[config.mk]
export PLATFORM = sky130hd
export DESIGN_NAME = evt_port_arbiter_flat
export DESIGN_NICKNAME = d
export VERILOG_FILES = /design/src/rtl/evt_arb_pkg.sv /design/src/rtl/evt_port_arbiter_if.sv /design/src/rtl/evt_sync.sv /design/src/rtl/evt_port_arbiter.sv /design/src/flat_wrapper.sv
export SDC_FILE = /design/constraint.sdc
export NUM_CORES = 1
export LEC_CHECK = 0
export ABC_AREA = 1
export CORE_AREA = 5 5 77 79
export CTS_BUF_LIST = sky130_fd_sc_hd__clkbuf_8
export CTS_CLUSTER_SIZE = 12
export DETAILED_ROUTE_END_ITERATION = 12
export DIE_AREA = 0 0 82 84
export GPL_TIMING_DRIVEN = 0
export PLACE_DENSITY = 0.74
export SYNTH_ARGS = -nofsm -noshare
export SYNTH_HDL_FRONTEND = slang
export SYNTH_SLANG_ARGS = --single-unit
export TNS_END_PERCENT = 50
[constraint.sdc]
create_clock -name clk -period 2.28 [get_ports clk]
set_input_delay 0.456 -clock clk [delete_from_list [all_inputs] [get_ports clk]]
set_output_delay 0.456 -clock clk [all_outputs]
set_load 0.01 [all_outputs]
[src/rtl/evt_arb_pkg.sv]
// Shared types and the round-robin pick helper for the clocked-to-self-timed event port arbiter.
package evt_arb_pkg;

    typedef enum logic [1:0] {
        IDLE  = 2'd0,
        SETUP = 2'd1,
        REQ   = 2'd2,
        REL   = 2'd3
    } arb_state_e;

    localparam int MAX_REQ = 16;

    // First set bit of valid at or after ptr, wrapping at n; returns ptr when nothing is set.
    function automatic logic [3:0] rr_pick(input logic [MAX_REQ-1:0] valid,
                                           input logic [3:0]         ptr,
                                           input int                 n);
        logic found;
        int   j;
        rr_pick = ptr;
        found   = 1'b0;
        for (int k = 0; k < MAX_REQ; k++) begin
            if (k < n) begin
                j = int'(ptr) + k;
                if (j >= n) j = j - n;
                if (!found && valid[j[3:0]]) begin
                    rr_pick = j[3:0];
                    found   = 1'b1;
                end
            end
        end
    endfunction

endpackage

[src/rtl/evt_port_arbiter_if.sv]
// Requester bus plus the 4-phase bundled-data link to the first event register.
interface evt_port_arbiter_if #(
    parameter int N_REQ = 4,
    parameter int WIDTH = 8
);
    logic [N_REQ-1:0]         req_valid;
    logic [N_REQ*WIDTH-1:0]   req_data;
    logic [N_REQ-1:0]         req_ready;
    logic [WIDTH-1:0]         data_out;
    logic                     rin;
    logic                     ain;
    logic [$clog2(N_REQ)-1:0] gnt_id;
    logic                     busy;
    logic                     err;

    // The arbiter masters the handshake towards the event register.
    modport master (
        input  req_valid, req_data, ain,
        output req_ready, data_out, rin, gnt_id, busy, err
    );

    modport slave (
        output req_valid, req_data, ain,
        input  req_ready, data_out, rin, gnt_id, busy, err
    );
endinterface

[src/rtl/evt_sync.sv]
// Multi-flop synchronizer for a single asynchronous level; resets to 0.
module evt_sync #(
    parameter int SYNC_STAGES = 2
) (
    input  logic clk,
    input  logic rst_n,
    input  logic d,
    output logic q
);
    logic [SYNC_STAGES-1:0] chain;

    always_ff @(posedge clk or negedge rst_n) begin
        if (!rst_n) chain <= '0;
        else        chain <= {chain[SYNC_STAGES-2:0], d};
    end

    assign q = chain[SYNC_STAGES-1];
endmodule

[src/rtl/evt_port_arbiter.sv]
// Round-robin arbiter feeding one event register over a 4-phase rin/ain handshake.
// Optional watchdog compiled in with EVT_ARB_TIMEOUT_EN.
module evt_port_arbiter
    import evt_arb_pkg::*;
#(
    parameter int N_REQ       = 4,
    parameter int WIDTH       = 8,
    parameter int SETUP_CYC   = 2,
    parameter int SYNC_STAGES = 2,
    parameter int TIMEOUT     = 255
) (
    input  logic               clk,
    input  logic               rst_n,
    evt_port_arbiter_if.master bus
);
    localparam int IDX_W = $clog2(N_REQ);
    localparam int SU_W  = $clog2(SETUP_CYC + 1);
    localparam logic [IDX_W-1:0] LAST_IDX = IDX_W'(N_REQ - 1);
    localparam logic [SU_W-1:0]  SU_LAST  = SU_W'(SETUP_CYC - 1);

    arb_state_e       state_q, state_d;
    logic             rin_q, rin_d;
    logic [WIDTH-1:0] data_q, data_d;
    logic [IDX_W-1:0] gnt_q, gnt_d;
    logic [IDX_W-1:0] rr_q, rr_d;
    logic [N_REQ-1:0] rdy_q, rdy_d;
    logic [SU_W-1:0]  su_q, su_d;
    logic [IDX_W-1:0] pick;
    logic             ack_s;

`ifdef EVT_ARB_TIMEOUT_EN
    localparam int WD_W = $clog2(TIMEOUT + 1);
    localparam logic [WD_W-1:0] WD_LAST = WD_W'(TIMEOUT - 1);
    logic [WD_W-1:0] wd_q, wd_d;
    logic            err_q, err_d;
`endif

    evt_sync #(.SYNC_STAGES(SYNC_STAGES)) u_ack_sync (
        .clk   (clk),
        .rst_n (rst_n),
        .d     (bus.ain),
        .q     (ack_s)
    );

    assign pick = IDX_W'(rr_pick(MAX_REQ'(bus.req_valid), 4'(rr_q), N_REQ));

    always_comb begin
        state_d = state_q;
        rin_d   = rin_q;
        data_d  = data_q;
        gnt_d   = gnt_q;
        rr_d    = rr_q;
        rdy_d   = '0;
        su_d    = su_q;
`ifdef EVT_ARB_TIMEOUT_EN
        wd_d    = wd_q;
        err_d   = err_q;
`endif
        case (state_q)
            IDLE: begin
                // A stale ack from the previous cycle blocks the next grant.
                if (|bus.req_valid && !ack_s) begin
                    gnt_d   = pick;
                    data_d  = bus.req_data[pick*WIDTH +: WIDTH];
                    su_d    = '0;
                    state_d = SETUP;
                end
            end
            SETUP: begin
                if (su_q == SU_LAST) begin
                    rin_d   = 1'b1;
                    state_d = REQ;
                end else begin
                    su_d = su_q + 1'b1;
                end
            end
            REQ: begin
                if (ack_s) begin
                    rdy_d[gnt_q] = 1'b1;
                    rin_d        = 1'b0;
                    rr_d         = (gnt_q == LAST_IDX) ? '0 : gnt_q + 1'b1;
                    state_d      = REL;
                end
            end
            REL: begin
                if (!ack_s) state_d = IDLE;
            end
            default: state_d = IDLE;
        endcase
`ifdef EVT_ARB_TIMEOUT_EN
        // Watchdog restarts on every state change and saturates in REL.
        if (state_d != state_q) begin
            wd_d = '0;
        end else if (state_q == REQ || state_q == REL) begin
            if (wd_q == WD_LAST) begin
                err_d = 1'b1;
                if (state_q == REQ) begin
                    rin_d   = 1'b0;
                    state_d = REL;
                    wd_d    = '0;
                end
            end else begin
                wd_d = wd_q + 1'b1;
            end
        end
`endif
    end

    always_ff @(posedge clk or negedge rst_n) begin
        if (!rst_n) begin
            state_q <= IDLE;
            rin_q   <= 1'b0;
            data_q  <= '0;
            gnt_q   <= '0;
            rr_q    <= '0;
            rdy_q   <= '0;
            su_q    <= '0;
        end else begin
            state_q <= state_d;
            rin_q   <= rin_d;
            data_q  <= data_d;
            gnt_q   <= gnt_d;
            rr_q    <= rr_d;
            rdy_q   <= rdy_d;
            su_q    <= su_d;
        end
    end

`ifdef EVT_ARB_TIMEOUT_EN
    always_ff @(posedge clk or negedge rst_n) begin
        if (!rst_n) begin
            wd_q  <= '0;
            err_q <= 1'b0;
        end else begin
            wd_q  <= wd_d;
            err_q <= err_d;
        end
    end

    assign bus.err = err_q;
`else
    // Watchdog compiled out: err is constant 0 for any legal TIMEOUT.
    assign bus.err = (TIMEOUT < 0);
`endif

    assign bus.rin       = rin_q;
    assign bus.data_out  = data_q;
    assign bus.gnt_id    = gnt_q;
    assign bus.req_ready = rdy_q;
    assign bus.busy      = (state_q != IDLE);
endmodule

[src/flat_wrapper.sv]
// flat-port wrapper written by rule: the top's interface ports become plain ports
module evt_port_arbiter_flat import evt_arb_pkg::*;
#(
    parameter int N_REQ       = 4,
    parameter int WIDTH       = 8,
    parameter int SETUP_CYC   = 2,
    parameter int SYNC_STAGES = 2,
    parameter int TIMEOUT     = 255
)
  (clk, rst_n, bus_req_valid, bus_req_data, bus_ain, bus_req_ready, bus_data_out, bus_rin, bus_gnt_id, bus_busy, bus_err);
  evt_port_arbiter_if #(.N_REQ(N_REQ), .WIDTH(WIDTH)) bus_i ();
  input  logic clk;
  input  logic rst_n;
  input wire logic [$bits(bus_i.req_valid)-1:0] bus_req_valid;
  input wire logic [$bits(bus_i.req_data)-1:0] bus_req_data;
  input wire logic [$bits(bus_i.ain)-1:0] bus_ain;
  output wire logic [$bits(bus_i.req_ready)-1:0] bus_req_ready;
  output wire logic [$bits(bus_i.data_out)-1:0] bus_data_out;
  output wire logic [$bits(bus_i.rin)-1:0] bus_rin;
  output wire logic [$bits(bus_i.gnt_id)-1:0] bus_gnt_id;
  output wire logic [$bits(bus_i.busy)-1:0] bus_busy;
  output wire logic [$bits(bus_i.err)-1:0] bus_err;
  assign bus_i.req_valid = bus_req_valid;
  assign bus_i.req_data = bus_req_data;
  assign bus_i.ain = bus_ain;
  assign bus_req_ready = bus_i.req_ready;
  assign bus_data_out = bus_i.data_out;
  assign bus_rin = bus_i.rin;
  assign bus_gnt_id = bus_i.gnt_id;
  assign bus_busy = bus_i.busy;
  assign bus_err = bus_i.err;
  evt_port_arbiter #(.N_REQ(N_REQ), .WIDTH(WIDTH), .SETUP_CYC(SETUP_CYC), .SYNC_STAGES(SYNC_STAGES), .TIMEOUT(TIMEOUT)) u_core (.clk(clk), .rst_n(rst_n), .bus(bus_i));
endmodule
# Word-level counts from Yosys, hierarchy flattened
# Cells that the tools add are included.
[op_classes] addsub=9 order_cmp=10 muxes=35 div=0 eq_ne=10 mul=0 n_bitwise=0 shifts=1 n_reduce_logical=19
[ops] cell="$ge A32 B4 Y1 const B" n=3
[ops] cell="$shiftx A32 B6 Y8" n=1
[ops] cell="$mux W4" n=6
[ops] cell="$mux W2" n=11
[ops] cell="$lt A4 B5 Y1 const B" n=4
[ops] cell="$bmux W1 S4" n=4
[ops] cell="$sub A4 B4 Y4 const B" n=3
[ops] cell="$mux W1" n=10
[ops] cell="$pmux W2 S4" n=1
[ops] cell="$add A2 B2 Y3 const B" n=2
[ops] cell="$eq A2 B2 Y1 const B" n=3
[ops] cell="$ne A2 B2 Y1 const B" n=3
[ops] cell="$reduce_and A3 Y1" n=2
[ops] cell="$reduce_bool A2 Y1" n=3
[ops] cell="$logic_and A1 B1 Y1" n=5
[ops] cell="$add A2 B1 Y2 const B" n=2
[ops] cell="$eq A2 B1 Y1 const B" n=2
[ops] cell="$logic_not A1 Y1" n=4
[ops] cell="$ne A2 B1 Y1 const B" n=2
[ops] cell="$pmux W2 S2" n=1
[ops] cell="$reduce_and A2 Y1" n=2
[ops] cell="$reduce_and A4 Y1" n=1
[ops] cell="$reduce_or A4 Y1" n=1
[ops] cell="$sub A2 B3 Y4 const B" n=1
[ops] cell="7 further kinds" n=7
[word_totals] romBits=0 regBits=23 mem_bits_rw=0 elab_cells=92 inputBits=39 latch_bits=0 n_memories=0

# Longest topological paths before layout
[logic_depth] depth_word=15 ltp_mapped=16 mapped_depth_nobuf=14

# Modules after synthesis
# Synthesis repeated with hierarchy kept, for this count alone.
[hier_totals] cells_unflattened=259 area_unflattened_um2=1829.3
[by_module_without_submodules] mod="evt_port_arbiter" n_inst=1 seq_area_each_um2=525.5 area_per_inst_um2=1779.2 cells_per_inst=257
[by_module_without_submodules] mod="evt_sync" n_inst=1 seq_area_each_um2=50.0 area_per_inst_um2=50.0 cells_per_inst=2

# Worst setup path after synthesis
# OpenSTA, ideal clock, no wires.
[synth_path] path_kind="reg2reg" start="register u_core.rr_q[0]" end="register u_core.data_q[0], in the netlist u_core.bus.data_out[0]" arrival_ns=1.992 slack_ns=0.170 stages_incl_launch_ff=17 setup_ns=0.118 required_time_ns=2.162 cell_sequence="dfrtp_1 buf_6 inv_8 ha_1 inv_2 nand3_2 nand3_2 nand2_1 inv_2 nand2_4 nand2_8 nand2_8 buf_8 nand2_2 nand3_1 nand3_1 nand2_1"
[synth_via] elab_chain_cells=15 word_cells_on_any_way=37 classes_between="add/sub: 7; order compare: 4; shift: 1; mux: 19; reduce/logical: 6"
[synth_lines] element="start: declaration" line_no="evt_port_arbiter.sv:25" rtl="logic [IDX_W-1:0] rr_q, rr_d;"
[synth_lines] element="start signal: assignment" line_no="evt_port_arbiter.sv:123" rtl="rr_q <= rr_d;"
[synth_lines] element="parallel branches: the longest is 13 deep, another holds $ge A32 B4 Y1"
[synth_lines] element="$mux W2 *" line_no="evt_arb_pkg.sv:25" rtl="if (!found && valid[j[3:0]]) begin"
[synth_lines] element="$shiftx A32 B6 Y8 *" line_no="evt_port_arbiter.sv:64" rtl="data_d = bus.req_data[pick*WIDTH +: WIDTH];"
[synth_lines] element="end signal: assignment" line_no="evt_port_arbiter.sv:121" rtl="data_q <= data_d;"
[synth_lines] element="end: declaration" line_no="evt_port_arbiter.sv:23" rtl="logic [WIDTH-1:0] data_q, data_d;"
# Every way passes the cells marked *. The select of a mux whose other input is x is not followed.
# A chain may end at the register's enable or synchronous reset.

# Worst setup path after layout
[layout_path] start="register u_core.rr_q[0]" end="register u_core.data_q[7], in the netlist u_core.bus.data_out[7]"
# Same word-level chain as after synthesis.

==> impl_metrics.env <==
export IMPL_cts_buffer_depth=2
export IMPL_worstSetupPathType="reg2reg"
export IMPL_fin_crit_sh_pct=92.29
export IMPL_worstPathMaxFanout=10
export IMPL_min_delay_start="u_core.u_ack_sync.chain[0]"
export IMPL_clkSinkCount=23
export IMPL_ys_ff_latch=23
export IMPL_r2r_slack_ps=180
export IMPL_timing_rr_start="u_core.rr_q[0]"
export IMPL_synth_distinct_cells=29
export IMPL_hpwlAfterDp_mm=3.393
export IMPL_synth_flop_cell="dfrtp_1"
export IMPL_overflow=0
export IMPL_wl_mm=4.256
export IMPL_dpl_cell_area_sq_mm=0.002386
export IMPL_cellLeakagePower_nw=1.179
export IMPL_min_path_type="reg2reg"
export IMPL_diodes=0
export IMPL_power_density_mw_per_mm2=1518
export IMPL_grt_antenna_before_repair=0
export IMPL_ir_drop_mv=0.7019
export IMPL_dp_cells=349
export IMPL_setup_worst_path_start_class="flip-flop"
export IMPL_rsz0062_at_grt="no"
export IMPL_setup_violations=0
export IMPL_vias_per_cell=4.661
export IMPL_cts_tree="yes"
export IMPL_arrival_ps=2260
export IMPL_nNetsFinal=338
export IMPL_cts_buffers=3
export IMPL_vias=1664
export IMPL_layout_min_cycle_time_ps=2104
export IMPL_busiest_layer="met2"
export IMPL_worstReg2RegEnd="u_core.bus.data_out[7]"
export IMPL_grt_pass1_vias=1601
export IMPL_yosysWarnings=0
export IMPL_h_tree_depth=1
export IMPL_use_met1_pct=15.60
export IMPL_status="completed"
export IMPL_async_flop_share_pct=100.0
export IMPL_initial_core_util_pct=33.31
export IMPL_cap_violations=0
export IMPL_timing_final_ws_setup_ps=175.7
export IMPL_ios=56
export IMPL_grt_util_met3_pct=2.700
export IMPL_design_area_sq_mm=0.002477
export IMPL_die_width_um=82
export IMPL_core_sq_mm=0.005270
export IMPL_gp_congestion=0.8495
export IMPL_grtUsageMet2_pct=20.72
export IMPL_drtAntennaViolNets=0
export IMPL_grt_max_degree=24
export IMPL_dieHeight_um=84
export IMPL_tightest_slew_ps=1027
export IMPL_route_detailed_drc=0
export IMPL_wl_per_cell_um=11.92
export IMPL_grt_usage_pct=12.55
export IMPL_synthesis_area_sq_mm=0.001755
export IMPL_rows=27
export IMPL_dp_slack_ps=-73.66
export IMPL_dieArea_sq_mm=0.006888
export IMPL_min_to="u_core.u_ack_sync.chain[1]"
export IMPL_crit_path_end_kind="flip-flop"
export IMPL_relSlewSlack_pct=31.29
export IMPL_hold_path_depth=0
export IMPL_clock_skew_ps=2.427
export IMPL_clk_pin_slew_ps=80
export IMPL_first_iter_violations=42
export IMPL_finalHoldViolCount=0
export IMPL_stdcell_count=357
export IMPL_synth_nets=275
export IMPL_clk_latency_ps=260
export IMPL_area_growth_synth_to_final_pct=41.13
export IMPL_portBuffers=54
export IMPL_whs_ps=359.1
export IMPL_cts_root_buf="clkbuf_8"
export IMPL_ys_seq_area_share_pct=32.79
export IMPL_grt_pass1_wl_mm=7.010
export IMPL_first_pass_iters=4
export IMPL_syn_inst=223
export IMPL_cp_required_ps=2430
export IMPL_synth_edf_count=0
export IMPL_syn_avg_cell_area_sq_um=7.872
export IMPL_fmax_ghz=0.4752
export IMPL_finalMaxSlewViolations=0
export IMPL_drive_above_1_share_pct=19.30
export IMPL_rr_worst_depth=15
worst max-delay path: stages (launching register included):
cell and delay, ps:
dfrtp_1 370, buf_6 160, inv_8 60, ha_4 300, inv_4 50, nand3_2 70
nand3_2 120, nor2_8 140, nand2_4 90, nand2_8 110, nand2_8 80, buf_8 160
nand2_2 50, nand3_1 70, nand3_1 100, nand2_1 60
per-stage QoR:
stage | power, mW | util, % | setup TNS, ps
3_3_place_gp | 3.376 | 45.28 | -212.2
6_report | 3.760 | 47.01 | 0
5_1_grt | 4.164 | 47.01 | 0
3_5_place_dp | 3.436 | 45.28 | -433.6
4_1_cts | 3.726 | 46.42 | 0
2_1_floorplan | 2.725 | - | 0
cell usage after synthesis, types with 2 or more instances:
library cell | n | area, sq um
nand2_8 | 2 | 40.04
inv_1 | 17 | 63.81
nand3_1 | 49 | 245.2
nand2_2 | 19 | 118.9
a21oi_1 | 7 | 35.03
o21ai_0 | 5 | 25.02
nand2_4 | 3 | 33.78
inv_2 | 4 | 15.01
dfrtp_1 | 23 | 575.6
nand3_2 | 5 | 50.05
ha_1 | 13 | 162.7
buf_6 | 2 | 22.52
nor2_1 | 10 | 37.54
nand2_1 | 49 | 183.9
timing repair:
action | in CTS | in global routing
hold buffers | 0 | 0
endpoints found under the setup margin | 8 | 10
setup buffers | 2 | 2
resized for setup | 0 | 5
cell families after synthesis:
logic type	share of synthesized area (%)
AND/OR/NAND/NOR	43.84
multiplexers	0.6414
other	0.2136
AO/OA/AOI/OAI	5.060
buffers and inverters	8.196
adder cells (fa/ha/maj)	9.266
flip-flops	32.79
cell type report:
cell class / instances / area, sq um
Tap cell: 72 / 90.09
Clock inverter: 1 / 3.754
Clock buffer: 3 / 41.29
Fill cell: 527 / 2793
Timing Repair Buffer: 58 / 570.5
Multi-Input combinational cell: 172 / 1049
Sequential cell: 23 / 576.8
Buffer: 6 / 53.80
Inverter: 22 / 92.59
cell usage in the layout (no fill, tap or decap):
cell             synthesis  final
clkdlybuf4s50_1          0     54
buf_6                    2      2
nor3_1                   1      1
nand2_1                 49     49
a21oi_4                  1      1
dfrtp_2                  0      1
a21oi_1                  7      7
buf_2                    1      1
nor2_4                   1      1
ha_1                    13     12
nand3_2                  5      5
o21ai_1                  1      1
clkbuf_8                 0      3
nand3_1                 49     49
nor2_8                   1      1
o21ai_0                  5      5
dfrtp_1                 23     22
nand2_8                  2      2
mux2_2                   1      1
nand2_4                  3      3
inv_1                   17     17
conb_1                   1      1
inv_2                    4      4
o211ai_1                 1      1
nor2_2                   1      1
nor2_1                  10     10
buf_4                    1      5
inv_8                    1      1
inv_4                    0      1
ha_4                     0      1
nand2_2                 19     19
clkbuf_1                 1      1
nand3_4                  1      1
buf_8                    1      1
sequential cells by signal, indices dropped and copies added (netlist names):
register and flops:
u_core.bus.data_out 8, u_core.su_q 2, u_core.u_ack_sync.chain 2, u_core.state_q 2
u_core.bus.gnt_id 2, u_core.bus.req_ready 4, u_core.bus.rin 1, u_core.rr_q 2
worst max path at each step:
stage,start,slack (ps),endpoint
floorplan,u_core.rr_q[0],170,u_core.bus.data_out[0]
global placement,bus_req_valid[2],-40,u_core.bus.data_out[4]
detailed placement,u_core.rr_q[0],-70,u_core.bus.data_out[7]
CTS,u_core.rr_q[1],10,u_core.bus.data_out[7]
global route,u_core.rr_q[0],30,u_core.bus.data_out[7]
finish,u_core.rr_q[0],180,u_core.bus.data_out[7]
where the power goes:
part	internal, mW	switching, mW
clock network	0.120	0.127
logic	1.17	1.66
registers	0.565	0.113
per-layer routing:
metal  part of all wire, %  vias to the layer above
met5                     0                        -
met2                    51                       41
li1                      -                      846
met4                   2.0                        0
met1                    42                      766
met3                   4.9                       11
(Power assumes the default switching activity.)
